## src/rtl/palette_arb_pkg.sv

```systemverilog
`default_nettype none
// ============================================================================
//  Module   : palette_arb_pkg
//  Purpose  : Shared widths, host FSM states and helpers for the palette
//             access arbiter.
//  Revision : 1.0 - initial release
// ============================================================================
package palette_arb_pkg;

   localparam int LAYER_W     = 5;
   localparam int COLOR_W     = 5;
   localparam int RGB888_W    = 24;
   localparam int HOST_DATA_W = 16;

   // Streak counter must hold HOST_SLOT_INTERVAL up to 255.
   localparam int c_STREAK_W  = 8;
   localparam int c_STAT_W    = 16;

   typedef enum logic [1:0] {
      H_IDLE = 2'd0,
      H_WR   = 2'd1,
      H_RD1  = 2'd2,
      H_RD2  = 2'd3
   } hostState_t;

   function automatic logic [c_STAT_W-1:0] satInc(input logic [c_STAT_W-1:0] value);
      return (&value) ? value : value + c_STAT_W'(1);
   endfunction

endpackage
`default_nettype wire

```

## src/rtl/palette_arb_starve_ctr.sv

```systemverilog
`default_nettype none
// ============================================================================
//  Module   : palette_arb_starve_ctr
//  Purpose  : Counts pipeline grants while the host waits during active video
//             and forces a host slot once the streak limit is reached.
//  Revision : 1.0 - initial release
// ============================================================================
module palette_arb_starve_ctr
   import palette_arb_pkg::*;
#(
   parameter int HOST_SLOT_INTERVAL = 8
) (
   input  logic clk_pipe,
   input  logic rst,
   input  logic blanking,
   input  logic hostPending,
   input  logic pipeGrant,
   input  logic hostGrant,
   output logic forceHost
);

   localparam logic [c_STREAK_W-1:0] c_STREAK_MAX = c_STREAK_W'(HOST_SLOT_INTERVAL);

   logic [c_STREAK_W-1:0] r_streak;

   generate
      if ((HOST_SLOT_INTERVAL < 1) || (HOST_SLOT_INTERVAL > 255)) begin : g_intervalCheck
         $error("palette_arb_starve_ctr: HOST_SLOT_INTERVAL must be 1..255");
      end
   endgenerate

   always_ff @(posedge clk_pipe or posedge rst) begin
      if (rst) begin
         r_streak <= '0;
      end else if (hostGrant || !hostPending) begin
         r_streak <= '0;
      end else if (pipeGrant && !blanking && (r_streak != c_STREAK_MAX)) begin
         r_streak <= r_streak + c_STREAK_W'(1);
      end
   end

   assign forceHost = blanking || (r_streak == c_STREAK_MAX);

endmodule
`default_nettype wire

```

## src/rtl/palette_access_arbiter.sv

```systemverilog
`default_nettype none
// ============================================================================
//  Module   : palette_access_arbiter
//  Purpose  : Shares the single-port palette memory between pipeline colour
//             lookups and host register accesses. Optional stall statistics
//             are built when PALETTE_ARB_STATS_EN is defined.
//  Revision : 1.0 - initial release
// ============================================================================
module palette_access_arbiter
   import palette_arb_pkg::*;
#(
   parameter int HOST_SLOT_INTERVAL = 8,
   parameter int MEM_RD_LATENCY     = 1
) (
   input  logic                   clk_pipe,
   input  logic                   rst,
   input  logic                   blanking,
   input  logic                   pipeReq,
   input  logic [LAYER_W-1:0]     pipeLayer,
   input  logic [COLOR_W-1:0]     pipeColor,
   output logic                   pipeGrant,
   output logic                   pipeDataValid,
   output logic [RGB888_W-1:0]    pipeData,
   input  logic                   hostReq,
   input  logic                   hostWrite,
   input  logic [LAYER_W-1:0]     hostLayer,
   input  logic [COLOR_W-1:0]     hostColor,
   input  logic                   hostRGB,
   input  logic [HOST_DATA_W-1:0] hostWriteData,
   output logic                   hostAck,
   output logic [HOST_DATA_W-1:0] hostReadData,
   output logic [LAYER_W-1:0]     memLayer,
   output logic [COLOR_W-1:0]     memColor,
   output logic                   memRGB,
   output logic                   memWriteEn,
   output logic [HOST_DATA_W-1:0] memWriteData,
   input  logic [RGB888_W-1:0]    memRdData24,
   input  logic [HOST_DATA_W-1:0] memRdData16,
   output logic [c_STAT_W-1:0]    statStallCount
);

   hostState_t            r_hostState;
   hostState_t            w_hostStateNext;
   logic                  w_hostAck;
   logic                  w_hostCand;
   logic                  w_forceHost;
   logic                  w_hostWin;
   logic                  w_pipeWin;
   logic                  r_pipeTag1;
   logic                  r_pipeTag2;
   logic [RGB888_W-1:0]   r_pipeDataHold;
   logic [HOST_DATA_W-1:0] r_hostReadHold;

   generate
      if (MEM_RD_LATENCY != 1) begin : g_latencyCheck
         $error("palette_access_arbiter: only MEM_RD_LATENCY = 1 is supported");
      end
   endgenerate

   // A host access in flight is not a candidate again until the FSM is idle.
   assign w_hostCand = hostReq && (r_hostState == H_IDLE);
   assign w_hostWin  = w_hostCand && (!pipeReq || w_forceHost);
   assign w_pipeWin  = pipeReq && !w_hostWin;
   assign pipeGrant  = w_pipeWin;

   palette_arb_starve_ctr #(
      .HOST_SLOT_INTERVAL (HOST_SLOT_INTERVAL)
   ) u_starveCtr (
      .clk_pipe    (clk_pipe),
      .rst         (rst),
      .blanking    (blanking),
      .hostPending (w_hostCand),
      .pipeGrant   (w_pipeWin),
      .hostGrant   (w_hostWin),
      .forceHost   (w_forceHost)
   );

   always_ff @(posedge clk_pipe or posedge rst) begin
      if (rst) begin
         r_hostState <= H_IDLE;
      end else begin
         r_hostState <= w_hostStateNext;
      end
   end

   always_comb begin
      w_hostStateNext = r_hostState;
      w_hostAck       = 1'b0;
      case (r_hostState)
         H_IDLE: begin
            if (w_hostWin) begin
               w_hostStateNext = hostWrite ? H_WR : H_RD1;
            end
         end
         H_WR: begin
            w_hostAck       = 1'b1;
            w_hostStateNext = H_IDLE;
         end
         H_RD1: begin
            w_hostStateNext = H_RD2;
         end
         H_RD2: begin
            w_hostAck       = 1'b1;
            w_hostStateNext = H_IDLE;
         end
         default: begin
            w_hostStateNext = H_IDLE;
         end
      endcase
   end

   assign hostAck = w_hostAck;

   // Address/control issue register; address holds on idle cycles.
   always_ff @(posedge clk_pipe or posedge rst) begin
      if (rst) begin
         memLayer     <= '0;
         memColor     <= '0;
         memRGB       <= 1'b0;
         memWriteEn   <= 1'b0;
         memWriteData <= '0;
      end else begin
         memWriteEn <= 1'b0;
         if (w_pipeWin) begin
            memLayer <= pipeLayer;
            memColor <= pipeColor;
            memRGB   <= 1'b0;
         end else if (w_hostWin) begin
            memLayer   <= hostLayer;
            memColor   <= hostColor;
            memRGB     <= hostRGB;
            memWriteEn <= hostWrite;
            if (hostWrite) begin
               memWriteData <= hostWriteData;
            end
         end
      end
   end

   // Tag follows the address one stage behind, lining up with read data.
   always_ff @(posedge clk_pipe or posedge rst) begin
      if (rst) begin
         r_pipeTag1     <= 1'b0;
         r_pipeTag2     <= 1'b0;
         r_pipeDataHold <= '0;
         r_hostReadHold <= '0;
      end else begin
         r_pipeTag1 <= w_pipeWin;
         r_pipeTag2 <= r_pipeTag1;
         if (r_pipeTag2) begin
            r_pipeDataHold <= memRdData24;
         end
         if (r_hostState == H_RD2) begin
            r_hostReadHold <= memRdData16;
         end
      end
   end

   assign pipeDataValid = r_pipeTag2;
   assign pipeData      = r_pipeTag2 ? memRdData24 : r_pipeDataHold;
   assign hostReadData  = (r_hostState == H_RD2) ? memRdData16 : r_hostReadHold;

`ifdef PALETTE_ARB_STATS_EN
   logic [c_STAT_W-1:0] r_stallCount;

   always_ff @(posedge clk_pipe or posedge rst) begin
      if (rst) begin
         r_stallCount <= '0;
      end else if (pipeReq && !w_pipeWin) begin
         r_stallCount <= satInc(r_stallCount);
      end
   end

   assign statStallCount = r_stallCount;
`else
   assign statStallCount = '0;
`endif

endmodule
`default_nettype wire
```

## config.mk

```make
export PLATFORM = sky130hd
export DESIGN_NAME = palette_access_arbiter
export DESIGN_NICKNAME = d
export VERILOG_FILES = /design/src/rtl/palette_arb_pkg.sv /design/src/rtl/palette_arb_starve_ctr.sv /design/src/rtl/palette_access_arbiter.sv
export SDC_FILE = /design/constraint.sdc
export NUM_CORES = 1
export LEC_CHECK = 0
export ABC_AREA = 1
export BUFFER_PORTS_ARGS = -buffer_cell sky130_fd_sc_hd__buf_2
export CORE_MARGIN = 2
export CORE_UTILIZATION = 45
export CTS_CLUSTER_SIZE = 25
export DETAILED_ROUTE_END_ITERATION = 10
export PLACE_DENSITY = 0.79
export SLEW_MARGIN = 20
export SYNTH_ARGS = -nofsm -noshare
export SYNTH_HDL_FRONTEND = slang
export SYNTH_SLANG_ARGS = --single-unit
export TNS_END_PERCENT = 100
```

## constraint.sdc

```tcl
create_clock -name clk_pipe -period 3.65 [get_ports clk_pipe]
set_clock_uncertainty 0.05 [all_clocks]
set_input_delay 0.73 -clock clk_pipe [delete_from_list [all_inputs] [get_ports clk_pipe]]
set_output_delay 0.73 -clock clk_pipe [all_outputs]
set_load 0.05 [all_outputs]
```

==> flow_metrics.env, run 1 <==
export IMPL_htree_levels=3
export IMPL_coreArea_mm2=0.00721
export IMPL_hp_class="flip-flop to flip-flop"
export IMPL_avgRoutedWirePerCell_um=13.0
export IMPL_cts_root_buffer="clkbuf_8"
export IMPL_via_per_inst=4.74
export IMPL_grt_pass1_vias=2553
export IMPL_cts_made_buffers=9
export IMPL_io_buffer_count=153
export IMPL_clock_sinks=80
export IMPL_grt_util_met2_pct=28.9
export IMPL_start_util_pct=46.3
export IMPL_drive_above_1_share_pct=47.7
export IMPL_wl_um=7210
export IMPL_fp_dieW_um=90.2
export IMPL_multiInputGateArea_mm2=0.00116
export IMPL_final_antenna_net_count=0
export IMPL_cap_violations=0
export IMPL_synth_seq_cells=80
export IMPL_grtUsageMet3_pct=4.53
export IMPL_die_area_mm2=0.00813
export IMPL_syn_area_mm2=0.00334
export IMPL_worst_r2r_path_depth=8
export IMPL_finalHoldViolCount=0
export IMPL_rsz0062_at_grt="false"
export IMPL_track_usage_pct=18.0
export IMPL_p_int_mw=1.92
export IMPL_p_comb_share_pct=51.9
export IMPL_p_per_area_mw_per_mm2=915
export IMPL_max_vdd_ir_drop_mv=0.488
export IMPL_fin_util_pct=59.6
export IMPL_tightest_slew_ns=0.918
export IMPL_clock_path_buffers=2
export IMPL_criticalPathCategory="input pin to primary output"
export IMPL_syn_inst=300
export IMPL_synthTopCellsByArea="dfrtp_1 60%, mux2_2 13%, nand3_1 7.0%"
export IMPL_synth_top_area_cell="dfrtp_1"
export IMPL_required_ns=2.87
export IMPL_cts_resized_gates=0
export IMPL_grt_antenna_before_repair=0
export IMPL_clock_fmax_mhz=349
export IMPL_grt_max_degree=60
export IMPL_startpoint_type="input pin"
export IMPL_yosysWarnings=0
export IMPL_slew_violations=0
export IMPL_diodes=0
export IMPL_place_area_mm2=0.00412
export IMPL_clk_pin_slew_ns=0.08
export IMPL_use_met1_pct=23.8
export IMPL_whs_path_depth=0
export IMPL_p_leak_nw=2.25
export IMPL_synth_cell_types=25
export IMPL_status="complete, no violations"
export IMPL_drc=0
export IMPL_vias=2638
export IMPL_clkPwrFrac_pct=14.8
export IMPL_layout_commonest_cell="buf_2"
export IMPL_grt_pass1_wl_um=11900
export IMPL_arrival_ns=2.09
export IMPL_min_period_ns=2.87
export IMPL_fin_nets=537
export IMPL_setup_violations=0
export IMPL_dieHeight_um=90.2
export IMPL_slew_headroom_pct=38.8
export IMPL_fill_cells=636
export IMPL_netSwitchingFraction_pct=51.3
export IMPL_drt_iter0_markers=77
export IMPL_avgSynthCellArea_um2=11.1
export IMPL_grt_busiest_layer="met2"
export IMPL_critPathCaptureType="primary output"
export IMPL_final_cell_mix="153 x buf_2, 80 x dfrtp_1, 58 x nand2_1"
export IMPL_fin_setup_tns_ns=0
export IMPL_worstPathMaxFanout=15
export IMPL_switchingPower_mw=2.02
export IMPL_place_gp_congestion=0.753
export IMPL_post_route_period_util_pct=78.5
export IMPL_globalRoute_totalOverflow=0
export IMPL_post_cts_buffers=0
export IMPL_final_cell_area_mm2=0.00430
export IMPL_dp_hpwl_um=5420
export IMPL_tritoncts="yes"
export IMPL_p_total_mw=3.93
export IMPL_p_seq_share_pct=33.3
export IMPL_areaGrowthSynthToFinish_pct=28.6
export IMPL_first_pass_iters=4
export IMPL_final_seq_area_mm2=0.00200
export IMPL_cts_hold_buf=0
export IMPL_seq_area_frac_synth_pct=59.9
export IMPL_synth_top_area_share_pct=59.9
export IMPL_io_pins=170
export IMPL_clk_latency_ns=0.34
export IMPL_num_rows=31
## final cells by class
type                       instances  area share, %
clock inverter                     7           1.28
clock buffer                       9           2.88
multi-input combinational        193           27.0
tap                               99           2.88
sequential                        80           46.6
timing repair buffer             155           18.2
inverter                          13           1.22
## kinds of logic (layout without fill, tap and decap cells)
family                   count (synthesis)  in the layout  share of synthesized area [%]
flip-flops                              80             80                           59.9
AND/OR/NAND/NOR                        125            125                           16.5
multiplexers                            40             40                           13.5
adder cells (fa/ha/maj)                  2              2                          0.749
XOR/XNOR                                 2              2                          0.524
AO/OA/AOI/OAI                            8              8                           1.72
other                                    1             16                          0.112
buffers and inverters                   42            184                           7.04
## metal layers
layer	up-vias	routed length [um]	part of all wire, %
met1	1240	3110	43
met5	-	0	0
met4	0	106	1.5
met3	11	558	7.7
met2	133	3430	48
li1	1254	-	-
## flip-flops by register name, summed over array words and instances, names as in the netlist
name	count
r_pipeDataHold	24
memWriteData	16
u_starveCtr.r_streak	8
pipeDataValid	1
memColor	5
r_pipeTag1	1
r_hostState	2
memWriteEn	1
r_hostReadHold	16
memLayer	5
memRGB	1
## metrics by stage
stage               hold WS, ns  std cells  setup WS, ns
floorplan                 0.281        315         0.818
global placement          0.337        540         0.841
detailed placement        0.338        540         0.788
CTS                       0.361        556         0.788
global route              0.375        556         0.664
finish                    0.365        556         0.785
## cells in the mapped netlist
library cell  count
a21boi_0          1
a21oi_1           4
a21oi_2           1
buf_1             1
buf_2             7
buf_4            16
buf_6             1
clkbuf_1          4
clkinv_2          1
conb_1            1
dfrtp_1          80
ha_1              2
inv_1            11
inv_2             1
mux2_2           40
nand2_1          58
nand3_1          47
nand3_2           1
nand3_4           1
nor2_1           16
nor3_1            2
o21ai_0           1
o21ai_4           1
xnor2_1           1
xor2_1            1
## power groups by stage
stage	Sequential, mW	Combinational, mW	Clock (mW)
6_report	1.31	2.04	0.583
5_1_grt	1.35	2.14	0.648
4_1_cts	1.31	2.06	0.604
3_5_place_dp	1.33	2.06	0
3_3_place_gp	1.32	2.03	0
2_1_floorplan	1.73	1.22	0
## worst paths after layout
| check | startpoint | to | slack [ns] |
|---|---|---|---|
| hold / removal | r_pipeTag1 | pipeDataValid | 0.37 |
| setup / recovery | pipeReq | pipeGrant | 0.78 |
| min in group asynchronous | rst | r_pipeDataHold[9] | 0.46 |
| hold reg to reg | r_pipeTag1 | pipeDataValid | 0.37 |
| setup reg to reg | u_starveCtr.r_streak[0] | memWriteData[13] | 1.64 |
| max in group asynchronous | rst | memWriteData[5] | 2.45 |
## critical path: stages
cell and delay, ns:
buf_2 0.22, inv_1 0.24, nor2_1 0.23, o21ai_4 0.17, a21oi_1 0.20, buf_2 0.29
Note: power is estimated with default switching activity, not from simulation.
==> run 2, diff against run 1 <==
Clock period 3.65 ns to 2.65 ns, I/O delays scaled along.
==> run 2 against run 1 <==
Critical path depth shrank 2. Via count down 1.5%. Sequential share of layout area decreased by 1.0 points. Sequential power grew 37%. Clock-buffer cell count is 1 higher. Highest routed layer unchanged.
==> flow_metrics.env, run 2 (synthesis gave the netlist of run 1 again) <==
export IMPL_drc=0
export IMPL_criticalPathCategory="flip-flop to primary output"
export IMPL_cts_resized_gates=0
export IMPL_r2r_end="memWriteData[5]"
export IMPL_finalHoldViolCount=0
export IMPL_met3_length_um=499
export IMPL_p_leak_nw=2.29
export IMPL_tritoncts="yes"
export IMPL_pre_cts_ws_ns=0.537
export IMPL_cts_hold_buf=0
export IMPL_worst_r2r_path_depth=9
export IMPL_post_route_period_util_pct=85.3
export IMPL_rsz0062_at_grt="false"
export IMPL_tightest_slew_ns=0.715
export IMPL_hp_class="input pin to async pin"
export IMPL_start_util_pct=46.3
export IMPL_fin_nets=541
export IMPL_final_cells=559
export IMPL_multiInputGateArea_mm2=0.00116
export IMPL_fin_setup_tns_ns=0
export IMPL_critPathCaptureType="primary output"
export IMPL_dr_wl_met2_um=3390
export IMPL_p_per_area_mw_per_mm2=1290
export IMPL_cap_violations=0
export IMPL_reg2reg_slack_ns=0.77
export IMPL_clk_pin_slew_ns=0.08
export IMPL_avgRoutedWirePerCell_um=12.7
export IMPL_grt_max_degree=43
export IMPL_wl_um=7090
export IMPL_globalRoute_totalOverflow=0
export IMPL_grt_pass1_vias=2526
export IMPL_slew_violations=0
export IMPL_io_buffer_count=153
export IMPL_track_usage_pct=17.8
export IMPL_worstPathMaxFanout=16
export IMPL_grt_pass1_wl_um=11700
export IMPL_reg_top3="r_pipeDataHold: 24 flops, memWriteData: 16 flops, r_hostReadHold: 16 flops"
export IMPL_place_gp_congestion=0.800
export IMPL_top_layer="met4"
export IMPL_via_per_inst=4.65
export IMPL_top_register="r_pipeDataHold"
export IMPL_areaGrowthSynthToFinish_pct=31.5
export IMPL_clock_sinks=80
export IMPL_dp_hpwl_um=5350
export IMPL_final_seq_area_mm2=0.00200
export IMPL_layout_commonest_cell="buf_2"
export IMPL_max_vdd_ir_drop_mv=0.714
export IMPL_timing_final_ws_setup_ns=0.389
export IMPL_clock_fmax_mhz=442
export IMPL_required_ns=2.07
export IMPL_setup_violations=0
export IMPL_drt_iter0_markers=83
export IMPL_startpoint_type="flip-flop"
export IMPL_cts_made_buffers=9
export IMPL_post_cts_buffers=0
export IMPL_diodes=0
export IMPL_dieHeight_um=90.2
export IMPL_htree_levels=3
export IMPL_die_area_mm2=0.00813
export IMPL_fill_cells=617
export IMPL_status="complete, no violations"
export IMPL_largest_register_ffs=24
export IMPL_fp_dieW_um=90.2
export IMPL_coreArea_mm2=0.00721
export IMPL_min_period_ns=2.26
export IMPL_first_pass_iters=5
export IMPL_final_cell_mix="153 x buf_2, 80 x dfrtp_1, 58 x nand2_1"
export IMPL_slew_headroom_pct=52.3
export IMPL_arrival_ns=1.68
export IMPL_holdWs_ns=0.236
export IMPL_vias=2598
export IMPL_drive_above_1_share_pct=47.8
export IMPL_final_cell_area_mm2=0.00440
export IMPL_final_antenna_net_count=0
export IMPL_placedCellCount=544
export IMPL_grt_antenna_before_repair=0
export IMPL_cts_root_buffer="clkbuf_8"
export IMPL_met1Wirelength_um=3130
export IMPL_clk_latency_ns=0.33
export IMPL_num_rows=31
export IMPL_io_pins=170
export IMPL_clock_path_buffers=2
export IMPL_r2r_start="u_starveCtr.r_streak[0]"
export IMPL_place_area_mm2=0.00416
## run 2: worst max-delay path by stage
stage | to | slack, ns | start
floorplan | memColor[0] | 0.02 | rst
CTS | hostReadData[4] | 0.36 | r_hostState[0]
global placement | pipeGrant | 0.56 | pipeReq
global route | hostReadData[9] | 0.28 | r_hostState[0]
finish | hostReadData[4] | 0.39 | r_hostState[0]
detailed placement | pipeGrant | 0.54 | pipeReq
## run 2: area by class of cell
| type | instances | area share, % |
|---|---|---|
| Clock buffer | 10 | 2.90 |
| Multi-Input combinational cell | 193 | 26.4 |
| Timing Repair Buffer | 159 | 18.7 |
| Tap cell | 99 | 2.82 |
| Sequential cell | 80 | 45.5 |
| Inverter | 13 | 1.17 |
| Clock inverter | 5 | 2.42 |
## run 2: layer usage
metal	vias up	global-route usage (%)
met2	121	29.8
met1	1203	22.8
met5	-	0
li1	1267	-
met3	7	3.94
met4	0	6.41
## run 2: critical path: stages, from the launching register on
cell     delay [ns]
dfrtp_1        0.43
nand2_1        0.09
buf_4          0.23
mux2_2         0.38
buf_2          0.22
## run 2: per-stage QoR
stage          power, mW  utilization, %
6_report            5.66            60.9
5_1_grt             5.94            60.9
4_1_cts             5.72            60.9
3_5_place_dp        4.67            57.7
3_3_place_gp        4.62            57.7
2_1_floorplan       4.07               -
## run 2: where the power goes
part	internal (mW)	leakage (nW)	switching, mW
Clock	0.623	0.113	0.410
Sequential	1.63	0.976	0.158
Combinational	0.680	1.21	2.16
Total	2.93	2.29	2.73
